### src/rtl/juego_pkg.sv
// Shared types and constants for the tic-tac-toe win/draw detector.
// Holds the line table, the cell encoding and the FSM states.
package juego_pkg;

    typedef enum logic [1:0] {
        VACIA = 2'd0,
        JUG_X = 2'd1,
        JUG_O = 2'd2
    } celda_t;

    typedef enum logic {
        IDLE = 1'b0,
        SCAN = 1'b1
    } estado_t;

    localparam int N_LINEAS = 8;

    // Cell triples in scan order: rows, columns, diagonal, anti-diagonal.
    localparam int unsigned LINEAS [N_LINEAS][3] = '{
        '{0, 1, 2}, '{3, 4, 5}, '{6, 7, 8},
        '{0, 3, 6}, '{1, 4, 7}, '{2, 5, 8},
        '{0, 4, 8}, '{2, 4, 6}
    };

    function automatic celda_t celda(input logic [17:0] tab, input int unsigned i);
        return celda_t'(tab[2*i +: 2]);
    endfunction

    // Encoding 3 counts as empty, so a cell is only occupied when it holds X or O.
    function automatic logic lleno(input logic [17:0] tab);
        logic r;
        r = 1'b1;
        for (int i = 0; i < 9; i++) begin
            if (!(tab[2*i +: 2] == 2'd1 || tab[2*i +: 2] == 2'd2)) r = 1'b0;
        end
        return r;
    endfunction

endpackage

### src/rtl/comparador_linea.sv
// Combinational check of one board line: three equal cells holding X or O.
module comparador_linea
    import juego_pkg::*;
(
    input  celda_t      a,
    input  celda_t      b,
    input  celda_t      c,
    output logic        hit,
    output logic [1:0]  jugador
);

    assign hit     = (a == b) && (b == c) && (a == JUG_X || a == JUG_O);
    assign jugador = hit ? 2'(a) : 2'd0;

endmodule

### src/rtl/detector_ganador.sv
// Sequential win/draw detector: snapshots the board on start and scans one line per clock.
// Define DETECTOR_LINEA_EN to add the registered winning-line index output linea.
module detector_ganador
    import juego_pkg::*;
(
    input  logic        clk,
    input  logic        rst,
    input  logic        start,
    input  logic [17:0] tablero,
    output logic        busy,
    output logic        done,
    output logic        gano,
    output logic        empate,
    output logic [1:0]  ganador
`ifdef DETECTOR_LINEA_EN
    ,
    output logic [2:0]  linea
`endif
);

    estado_t     estado_q, estado_d;
    logic [2:0]  idx_q, idx_d;
    logic [17:0] tab_q, tab_d;
    logic        busy_d, done_d, gano_d, empate_d;
    logic [1:0]  ganador_d;
`ifdef DETECTOR_LINEA_EN
    logic [2:0]  linea_d;
`endif

    celda_t      c0, c1, c2;
    logic        hit;
    logic [1:0]  jugador;

    assign c0 = celda(tab_q, LINEAS[idx_q][0]);
    assign c1 = celda(tab_q, LINEAS[idx_q][1]);
    assign c2 = celda(tab_q, LINEAS[idx_q][2]);

    comparador_linea u_comparador (
        .a       (c0),
        .b       (c1),
        .c       (c2),
        .hit     (hit),
        .jugador (jugador)
    );

    always_comb begin
        // NOTE: every output of this block gets a default first, so no path leaves it unassigned and no latch is inferred.
        estado_d  = estado_q;
        idx_d     = idx_q;
        tab_d     = tab_q;
        busy_d    = busy;
        done_d    = 1'b0;
        gano_d    = gano;
        empate_d  = empate;
        ganador_d = ganador;
`ifdef DETECTOR_LINEA_EN
        linea_d   = linea;
`endif
        case (estado_q)
            IDLE: begin
                if (start) begin
                    tab_d    = tablero;
                    idx_d    = 3'd0;
                    busy_d   = 1'b1;
                    estado_d = SCAN;
                end
            end
            SCAN: begin
                if (hit) begin
                    gano_d    = 1'b1;
                    ganador_d = jugador;
                    empate_d  = 1'b0;
`ifdef DETECTOR_LINEA_EN
                    linea_d   = idx_q;
`endif
                    done_d    = 1'b1;
                    busy_d    = 1'b0;
                    estado_d  = IDLE;
                end else if (idx_q == 3'(N_LINEAS - 1)) begin
                    gano_d    = 1'b0;
                    ganador_d = 2'd0;
                    empate_d  = lleno(tab_q);
                    done_d    = 1'b1;
                    busy_d    = 1'b0;
                    estado_d  = IDLE;
                end else begin
                    idx_d = idx_q + 3'd1;
                end
            end
        endcase
    end

    // NOTE: state is updated with non-blocking assignments so every register samples pre-edge values.
    always_ff @(posedge clk or negedge rst) begin
        if (!rst) begin
            estado_q <= IDLE;
            idx_q    <= 3'd0;
            // NOTE: the snapshot is reset too; it is only a few flops and keeps the scan path free of X after reset.
            tab_q    <= 18'd0;
            busy     <= 1'b0;
            done     <= 1'b0;
            gano     <= 1'b0;
            empate   <= 1'b0;
            ganador  <= 2'd0;
`ifdef DETECTOR_LINEA_EN
            linea    <= 3'd0;
`endif
        end else begin
            estado_q <= estado_d;
            idx_q    <= idx_d;
            tab_q    <= tab_d;
            busy     <= busy_d;
            done     <= done_d;
            gano     <= gano_d;
            empate   <= empate_d;
            ganador  <= ganador_d;
`ifdef DETECTOR_LINEA_EN
            linea    <= linea_d;
`endif
        end
    end

endmodule
### config.mk
export PLATFORM = sky130hd
export DESIGN_NAME = detector_ganador
export DESIGN_NICKNAME = d
export VERILOG_FILES = /design/src/rtl/juego_pkg.sv /design/src/rtl/comparador_linea.sv /design/src/rtl/detector_ganador.sv
export SDC_FILE = /design/constraint.sdc
export NUM_CORES = 1
export LEC_CHECK = 0
export BUFFER_PORTS_ARGS = -buffer_cell sky130_fd_sc_hd__buf_4
export CAP_MARGIN = 20
export CORE_MARGIN = 5
export CORE_UTILIZATION = 52
export CTS_CLUSTER_SIZE = 30
export DETAILED_ROUTE_END_ITERATION = 8
export PLACE_DENSITY = 0.77
export SYNTH_ARGS = -nofsm -noshare
export SYNTH_HDL_FRONTEND = slang
export SYNTH_SLANG_ARGS = --single-unit
### constraint.sdc
create_clock -name clk -period 3.3 [get_ports clk]
set_clock_uncertainty 0.1 [all_clocks]
set_input_delay 0.495 -clock clk [delete_from_list [all_inputs] [get_ports clk]]
set_output_delay 0.495 -clock clk [all_outputs]
set_load 0.02 [all_outputs]
Word level (Yosys, flattened, before mapping) --
Memories as Yosys holds them, arrays and structs flattened. Index checks and enable logic that the tools add are counted.
Word-level totals: memories kept 1, bits in read-only memories 768, memory bits (writable) 0, bits in registers 28, word-level logic and storage cells 91, input port bits 21, bits in latches 0
Memory list:
- (name not given) | words 8, width 96, rd ports 1, clocked after Yosys merged registers in 0, write ports 0, RTL line detector_ganador.sv:36 | assign c2 = celda(tab_q, LINEAS[idx_q][2]);
Cells by class: divide/modulo/power cells 0, multipliers 0, mux-type cells 31, bitwise operators 2, equality and inequality tests 27, order comparisons 1, reductions and logical operators 17, $add $sub $neg 1, shifts and indexed selects 3
Operators with widths (count):
- 2-to-1 mux 95 bit | 2
- variable part select 18 x 33 -> 2 bit | 3
- 2-to-1 mux 1 bit | 21
- == test 2 x 1 -> 1 bit (second input constant) | 10
- == test 2 bit (second input constant) | 10
- logical OR 1 bit | 10
- 2-to-1 mux 3 bit | 3
- != test 2 bit (second input constant) | 3
- case mux 3 bit (2 select lines) | 1
- AND reduction 2 bit | 3
- == test 2 bit | 2
- greater-or-equal comparator 4 bit (second input constant) | 1
- 2-to-1 mux 2 bit | 2
- inverter 3 -> 4 bit | 1
- case mux 1 bit (2 select lines) | 2
- adder 3 x 1 -> 3 bit (second input constant) | 1
- == test 3 bit (second input constant) | 1
- != test 3 x 1 -> 1 bit (second input constant) | 1
- AND reduction 3 bit | 1
- logical AND 1 bit | 2
- nonzero test 2 bit | 1
- inverter 1 bit | 1

Depth between registers and ports, before layout --
Gate-level depths: netlist (run 1).
depth in word-level cells 13, gate-level depth with buffers 11

Hierarchy --
From an unflattened synthesis (run 1), not the netlist that was laid out.
Second synthesis, totals: cells, all modules 158, area total of the unflattened synthesis 1821.7 um^2
By module, submodules not included:
- detector_ganador | cells each 153, area each 1788.0 um^2, seq. area each 700.7 um^2, times used 1
- comparador_linea | cells each 5, area each 33.8 um^2, seq. area each 0.0 um^2, times used 1

Worst setup path before layout (run 1) --
No wires, ideal clock.
path kind reg2reg, start point register idx_q[1], end point register idx_q[1], data arrival time 3006 ps, setup time 128 ps, path slack 66 ps, buffers on the path 2, cell stages (with the launch flop) 12, clock period less this slack 3234 ps, cells stage by stage dfrtp_1 > buf_2 > inv_1 > ha_1 > buf_2 > mux2i_2 > mux2_2 > mux4_2 > nand2_1 > o32ai_2 > a2111oi_4 > mux2_1
On the way: cells in the longest elaborated chain, start to end 10, elaborated cells on any way between the ends 22, classes of those cells 1 x add/sub; 7 x eq/ne; 3 x shift; 5 x mux; 1 x bitwise; 4 x reduce/logical; 1 x memory
Ends and longest elaborated chain:
- from (decl) | RTL line detector_ganador.sv:22 | logic [2:0] idx_q, idx_d;
- from (signal assigned) | RTL line detector_ganador.sv:110 | idx_q <= idx_d;
- inverter 3 -> 4 bit (not written as such) | RTL line detector_ganador.sv:34, detector_ganador.sv:35, detector_ganador.sv:36
- memory read (8 x 96 bit)
- 2-to-1 mux 95 bit (not written as such) (2 in series) | RTL line detector_ganador.sv:36
- variable part select 18 x 33 -> 2 bit | RTL line juego_pkg.sv:26 | return celda_t'(tab[2*i +: 2]);
- == test 2 bit or == test 2 x 1 -> 1 bit (tied branches) | RTL line comparador_linea.sv:12 | assign hit = (a == b) && (b == c) && (a == JUG_X || a == JUG_O);
- logical AND 1 bit or logical OR 1 bit (tied branches) | RTL line comparador_linea.sv:12
- logical AND 1 bit | RTL line comparador_linea.sv:12
- != test 2 bit (no line)
- AND reduction 3 bit (no line)
Several ways; a longest one is shown, not always the timed one. The select of a mux whose other input is x is not followed. A chain may end at the register's enable or synchronous reset.

Worst setup path after layout (run 1) --
start point register idx_q[0], end point register idx_q[2]
Same word-level chain as after synthesis.

==> results of run 1 <==
routing by layer:
layer	global-route usage	routed length [um]
met2	0.333	2530
met5	0	0
met3	0.0291	246
met1	0.290	2200
met4	0.0564	51
cell families after synthesis:
| logic type | after synthesis | synth area share |
|---|---|---|
| buffers and inverters | 17 | 0.0412 |
| xor gates and xnor gates | 9 | 0.0394 |
| muxes | 49 | 0.289 |
| DFF | 28 | 0.350 |
| and+or+nand+nor | 35 | 0.0887 |
| adders and majority gates | 7 | 0.0437 |
| AOI/OAI and AO/OA | 36 | 0.148 |
through the flow:
step           std cells  setup slack [ns]  area, sq um  setup TNS [ns]  hold slack (ns)
2_1_floorplan        181            0.0664         2000               0           0.0994
3_3_place_gp         253            0.0489         2260               0            0.316
3_5_place_dp         253           -0.0582         2260          -0.205            0.337
4_1_cts              256            0.0391         2310               0           0.0330
5_1_grt              260           0.00223         2400               0           0.0503
6_report             260             0.189         2400               0           0.0240
synthesized netlist by cell type (all sizes together):
cell type / n
dfrtp: 28
mux2: 25
mux2i: 20
nand2: 10
o21ai: 8
xor2: 8
ha: 7
inv: 7
nor2: 6
a22oi: 5
buf: 5
clkbuf: 5
mux4: 4
nor2b: 4
a21oi: 3
nand2b: 3
nand4: 3
nor3: 3
o32ai: 3
a22o: 2
o22ai: 2
o31ai: 2
or2: 2
a2111oi: 1
a211oi: 1
a21o: 1
a222oi: 1
a32o: 1
and2b: 1
nor3b: 1
nor4: 1
o2111ai: 1
o21ba: 1
o21bai: 1
o221a: 1
o221ai: 1
o31a: 1
or3: 1
xnor2: 1
registers in the layout (all words and copies together), names as in the netlist:
name and count:
done 1, gano 1, idx_q 3, tab_q 18
ganador 2, estado_q 1, empate 1, busy 1
critical path: stages, from the launching register on:
cell and delay, ns:
dfrtp_2 0.41, inv_1 0.11, ha_1 0.26, mux2i_4 0.20, mux2_1 0.35, mux4_2 0.53, or2_0 0.27, o32ai_2 0.29
a2111oi_4 0.12, mux2_1 0.34
cell type report:
class / count / area (sq um) / area share
multi-input combinational: 136 / 1270 / 0.532
sequential: 28 / 702 / 0.293
timing repair buffer: 38 / 293 / 0.122
tap: 48 / 60.1 / 0.0251
clock buffer: 3 / 41.3 / 0.0172
inverter: 7 / 26.3 / 0.0110
how the worst max path moves through the flow:
stage | endpoint | slack (ns) | cells after the start
after floorplan | idx_q[1]$_DFFE_PN0P_ | 0.07 | 11
after global placement | idx_q[1]$_DFFE_PN0P_ | 0.05 | 9
after detailed placement | ganador[0]$_DFFE_PN0P_ | -0.06 | 9
after CTS | idx_q[2]$_DFFE_PN0P_ | 0.04 | 10
after global routing | idx_q[2]$_DFFE_PN0P_ | 0.002 | 10
final | idx_q[2]$_DFFE_PN0P_ | 0.19 | 9
repair_timing:
action                                  4_1_cts  5_1_grt
pin swaps                                     0        2
endpoints found under the setup margin        5        6
setup buffers                                 0        3
gates resized for setup                       1        9
==> flow_metrics.py, run 1 <==
metrics = {
    "logic_synthesis": {
        "ys_types": 45,
        "syn-num-nets": 209,
        "synth_cells": 181,
        "ys_seq_elements": 28,
        "synth_area_leader_cell": "dfrtp_1",
        "ys_top_cells_by_area": "dfrtp_1 (35%), mux2_2 (11%), mux2i_1 (9.0%), mux4_2 (4.5%), ha_1 (4.4%)",
        "yosys_warnings": 0,
        "synth_top_area_frac": 0.350,
        "syn_avg_cell_area_sq_um": 11.1,
        "synth_seq_area_share": 0.350,
        "synth_area_sq_um": 2000,
    },
    "critical_path": {
        "ff2ff_path_depth": 9,
        "timing_worst_setup_path_type": "flip-flop to flip-flop",
        "cp.required_ns": 3.36,
        "arrival_ns": 3.17,
        "start_kind": "flip-flop",
        "r2r_start": "idx_q[0]$_DFFE_PN0P_",
        "r2r_end": "idx_q[2]$_DFFE_PN0P_",
        "worstPathMaxFanout": 5,
        "end_kind": "flip-flop",
        "setup.worst_path.start": "idx_q[0]$_DFFE_PN0P_",
        "rrSetupSlack_ns": 0.19,
    },
    "floorplanning": {
        "fp.dieW_um": 72.1,
        "core_sq_um": 3690,
        "row_count": 22,
        "dieArea_sq_um": 5190,
        "io_pins": 27,
        "dieHeight_um": 72.1,
        "initial_core_util": 0.543,
    },
    "timing": {
        "tightestPinTransition_ns": 0.431,
        "hold_viol": 0,
        "min_period_over_period": 0.943,
        "drv_slew": 0,
        "rsz0062_at_grt": "no",
        "fmax_ghz": 0.321,
        "layout_min_cycle_time_ns": 3.11,
        "relSlewSlack": 0.710,
        "setup_viol": 0,
    },
    "global_route": {
        "gr-usage-all-layers": 0.206,
        "grt-ovfl-total": 0,
        "grt_pass1_vias": 1675,
        "grt_pass1_wl_mm": 8.44,
        "grt_antenna_before_repair": 0,
        "grt_max_degree": 29,
    },
    "routing": {
        "dr.pass1.iters": 4,
        "drt-vias-per-instance": 6.15,
        "drc_errors": 0,
        "drt-initial-drc-count": 227,
        "routedWlPerCell_um": 19.3,
        "totalWireLength_mm": 5.02,
        "num_vias": 1599,
        "ant_nets": 0,
    },
    "place": {
        "place.gp.congestion": 0.944,
        "numPortBuffers": 26,
        "dp_hpwl_mm": 3.85,
    },
    "status": {
        "status": "complete, no violations",
    },
    "clock_network": {
        "cts_tree": "built",
        "htree_levels": 1,
        "numClockSinks": 28,
        "root_buffer": "clkbuf_8",
        "postCtsHoldBufs": 0,
        "clk_latency_ns": 0.28,
        "cts_max_path_buffers": 2,
        "clk_pin_slew_ns": 0.10,
        "cts_buffers": 3,
    },
    "layout": {
        "final_common_cell": "buf_4",
        "finish.utilization": 0.650,
        "layout-drive-gt1-share": 0.368,
        "nNetsFinal": 242,
        "diodes": 0,
        "syn2layout_area_growth_pct": 19.7,
        "layout_common_cells": "buf_4 (37), dfrtp_1 (27), mux2_2 (19), mux2i_1 (17), nand2_1 (10)",
        "fillers": 327,
    },
    "hold_path": {
        "min_path_type": "input port to asynchronous set/reset pin",
    },
    "flow_run": {
        "cap_violations": 0,
    },
}
Power of run 1 is left out: the tool's default activity adds up to more than one toggle a clock period on the data nets, which glitch-free logic cannot reach.
==> run 2: changes to the inputs <==
Settings changed: PLACE_DENSITY 0.77 to 0.76.
==> flow_metrics.py, run 2 (synthesis gave the netlist of run 1 again) <==
metrics = {
    "layout": {
        "layout_common_cells": "buf_4 (36), dfrtp_1 (28), mux2_2 (19), mux2i_1 (17), nand2_1 (10)",
        "finish.instance_area_sq_um": 2370,
        "nNetsFinal": 241,
        "stdcell_count": 259,
        "largest_register": "tab_q",
        "fillers": 301,
        "diodes": 0,
        "final_common_cell": "buf_4",
        "layout-drive-gt1-share": 0.355,
        "syn2layout_area_growth_pct": 18.2,
        "finish.utilization": 0.642,
        "top_regs": "tab_q: 18 flops, idx_q: 3 flops, ganador: 2 flops",
        "largest_register_ffs": 18,
    },
    "critical_path": {
        "arrival_ns": 3.23,
        "cp_slowest_cell": "mux4_2",
        "crit_buf_inv": 1,
        "timing_worst_setup_path_type": "flip-flop to flip-flop",
        "cp.required_ns": 3.36,
        "crit_chain": "buf_4 > ha_1 > mux2i_2 > mux2_2 > mux4_2 > or2_0 > o32ai_2 > a2111oi_4 > mux2_1",
        "end_kind": "flip-flop",
        "start_kind": "flip-flop",
        "worstPathMaxFanout": 7,
        "path_delay_family": "multiplexers",
        "slowest_delay_ns": 0.51,
    },
    "timing": {
        "rsz0062_at_grt": "yes",
        "layout_min_cycle_time_ns": 3.16,
        "tns_ns": 0,
        "fmax_ghz": 0.316,
        "drv_slew": 0,
        "tightestPinTransition_ns": 0.461,
        "setup_viol": 0,
        "hold_viol": 0,
        "min_period_over_period": 0.959,
        "relSlewSlack": 0.692,
    },
    "place": {
        "dp_hpwl_mm": 3.89,
        "place_area_sq_um": 2280,
        "numPortBuffers": 26,
        "place.gp.congestion": 0.983,
        "dp.cells": 255,
    },
    "power": {
        "power_density_nw_per_um2": 1250,
        "seq_power_share": 0.258,
        "power_frac_comb": 0.678,
        "internal_power_mw": 1.58,
        "vdd_ir_drop_max_mv": 0.632,
        "total_power_mw": 2.96,
        "p_sw_mw": 1.38,
        "p_leak_nw": 1.03,
        "clkPwrFrac": 0.064,
        "switching_share": 0.467,
    },
    "routing": {
        "drt-initial-drc-count": 142,
        "num_vias": 1578,
        "ant_nets": 0,
        "dr.pass1.iters": 4,
        "drt-vias-per-instance": 6.09,
        "drc_errors": 0,
        "totalWireLength_mm": 5.08,
        "routedWlPerCell_um": 19.6,
    },
    "floorplanning": {
        "fp.dieW_um": 72.1,
        "initial_core_util": 0.543,
        "row_count": 22,
        "core_sq_um": 3690,
        "dieArea_sq_um": 5190,
        "io_pins": 27,
        "dieHeight_um": 72.1,
    },
    "clock_network": {
        "clk_latency_ns": 0.28,
        "clk_pin_slew_ns": 0.09,
        "postCtsHoldBufs": 0,
        "htree_levels": 1,
        "cts_max_path_buffers": 2,
        "cts_tree": "built",
        "root_buffer": "clkbuf_8",
        "numClockSinks": 28,
        "cts_buffers": 3,
    },
    "global_route": {
        "grt_pass1_wl_mm": 8.55,
        "grt_max_degree": 29,
        "gr-usage-all-layers": 0.212,
        "grt_pass1_vias": 1678,
        "grtUsageMet2": 0.348,
        "met3_usage": 0.0374,
        "grt-ovfl-total": 0,
        "grt_busiest_layer": "met2",
        "met1_usage": 0.282,
        "grt_antenna_before_repair": 0,
    },
    "hold_path": {
        "min_path_type": "input port to asynchronous set/reset pin",
    },
    "flow_run": {
        "cap_violations": 0,
    },
    "status": {
        "status": "complete, no violations",
    },
}
-- run 2: cell types whose count changed in the layout (fill, tap and decap cells not counted), sizes merged --
cell,before,now
buf,38,37
-- run 2: worst paths after layout --
path,from,endpoint,slack (ns),cells after the start
max reg2reg,idx_q[0]$_DFFE_PN0P_,idx_q[2]$_DFFE_PN0P_,0.14,9
max in group asynchronous,rst,ganador[1]$_DFFE_PN0P_,2.82,1
max,idx_q[0]$_DFFE_PN0P_,idx_q[2]$_DFFE_PN0P_,0.14,9
min,rst,tab_q[4]$_DFFE_PN0P_,0.02,1
min reg2reg,gano$_DFFE_PN0P_,gano$_DFFE_PN0P_,0.39,2
min in group clk,tablero[16],tab_q[16]$_DFFE_PN0P_,0.32,3
-- run 2: cell type report --
type	count	area (sq um)	share of cell area
Multi-Input combinational cell	136	1250	0.530
Sequential cell	28	701	0.296
Timing Repair Buffer	37	285	0.120
Tap cell	48	60.1	0.0254
Clock buffer	3	41.3	0.0174
Inverter	7	26.3	0.0111
-- run 2: worst reg2reg max path, delay by kind of cell (launching register included) --
kind | cells | cell delay, ns
DFF | 1 | 0.43
muxes | 4 | 1.45
and+or+nand+nor | 1 | 0.26
adders and majority gates | 1 | 0.23
buffers and inverters | 1 | 0.18
AOI/OAI and AO/OA | 2 | 0.40
-- run 2: per-stage QoR --
stage,setup WS [ns],hold slack [ns]
2_1_floorplan,0.0664,0.0994
3_3_place_gp,0.206,0.320
3_5_place_dp,0.110,0.331
4_1_cts,0.0819,0.0258
5_1_grt,-0.00928,0.0433
6_report,0.135,0.0178
-- run 2: repair_timing --
action / CTS / global route
gates resized for setup: 0 / 7
endpoints found under the setup margin: 0 / 6
buffers inserted: 0 / 0
-- run 2: per-layer routing --
metal / vias to the layer above / part of all wire
li1: 737 / -
met1: 764 / 0.40
met2: 68 / 0.51
met3: 9 / 0.074
met4: 0 / 0.014
met5: - / 0
-- run 2: power groups by stage --
stage                     clock network, mW  logic (mW)  registers [mW]
after global placement                    0        1.86           0.745
after detailed placement                  0        1.92           0.751
after global routing                  0.201        2.19           0.791
after floorplan                           0        1.45           0.700
after CTS                             0.189        1.94           0.746
final                                 0.188        2.01           0.765
Note: power is estimated with default switching activity, not from simulation.
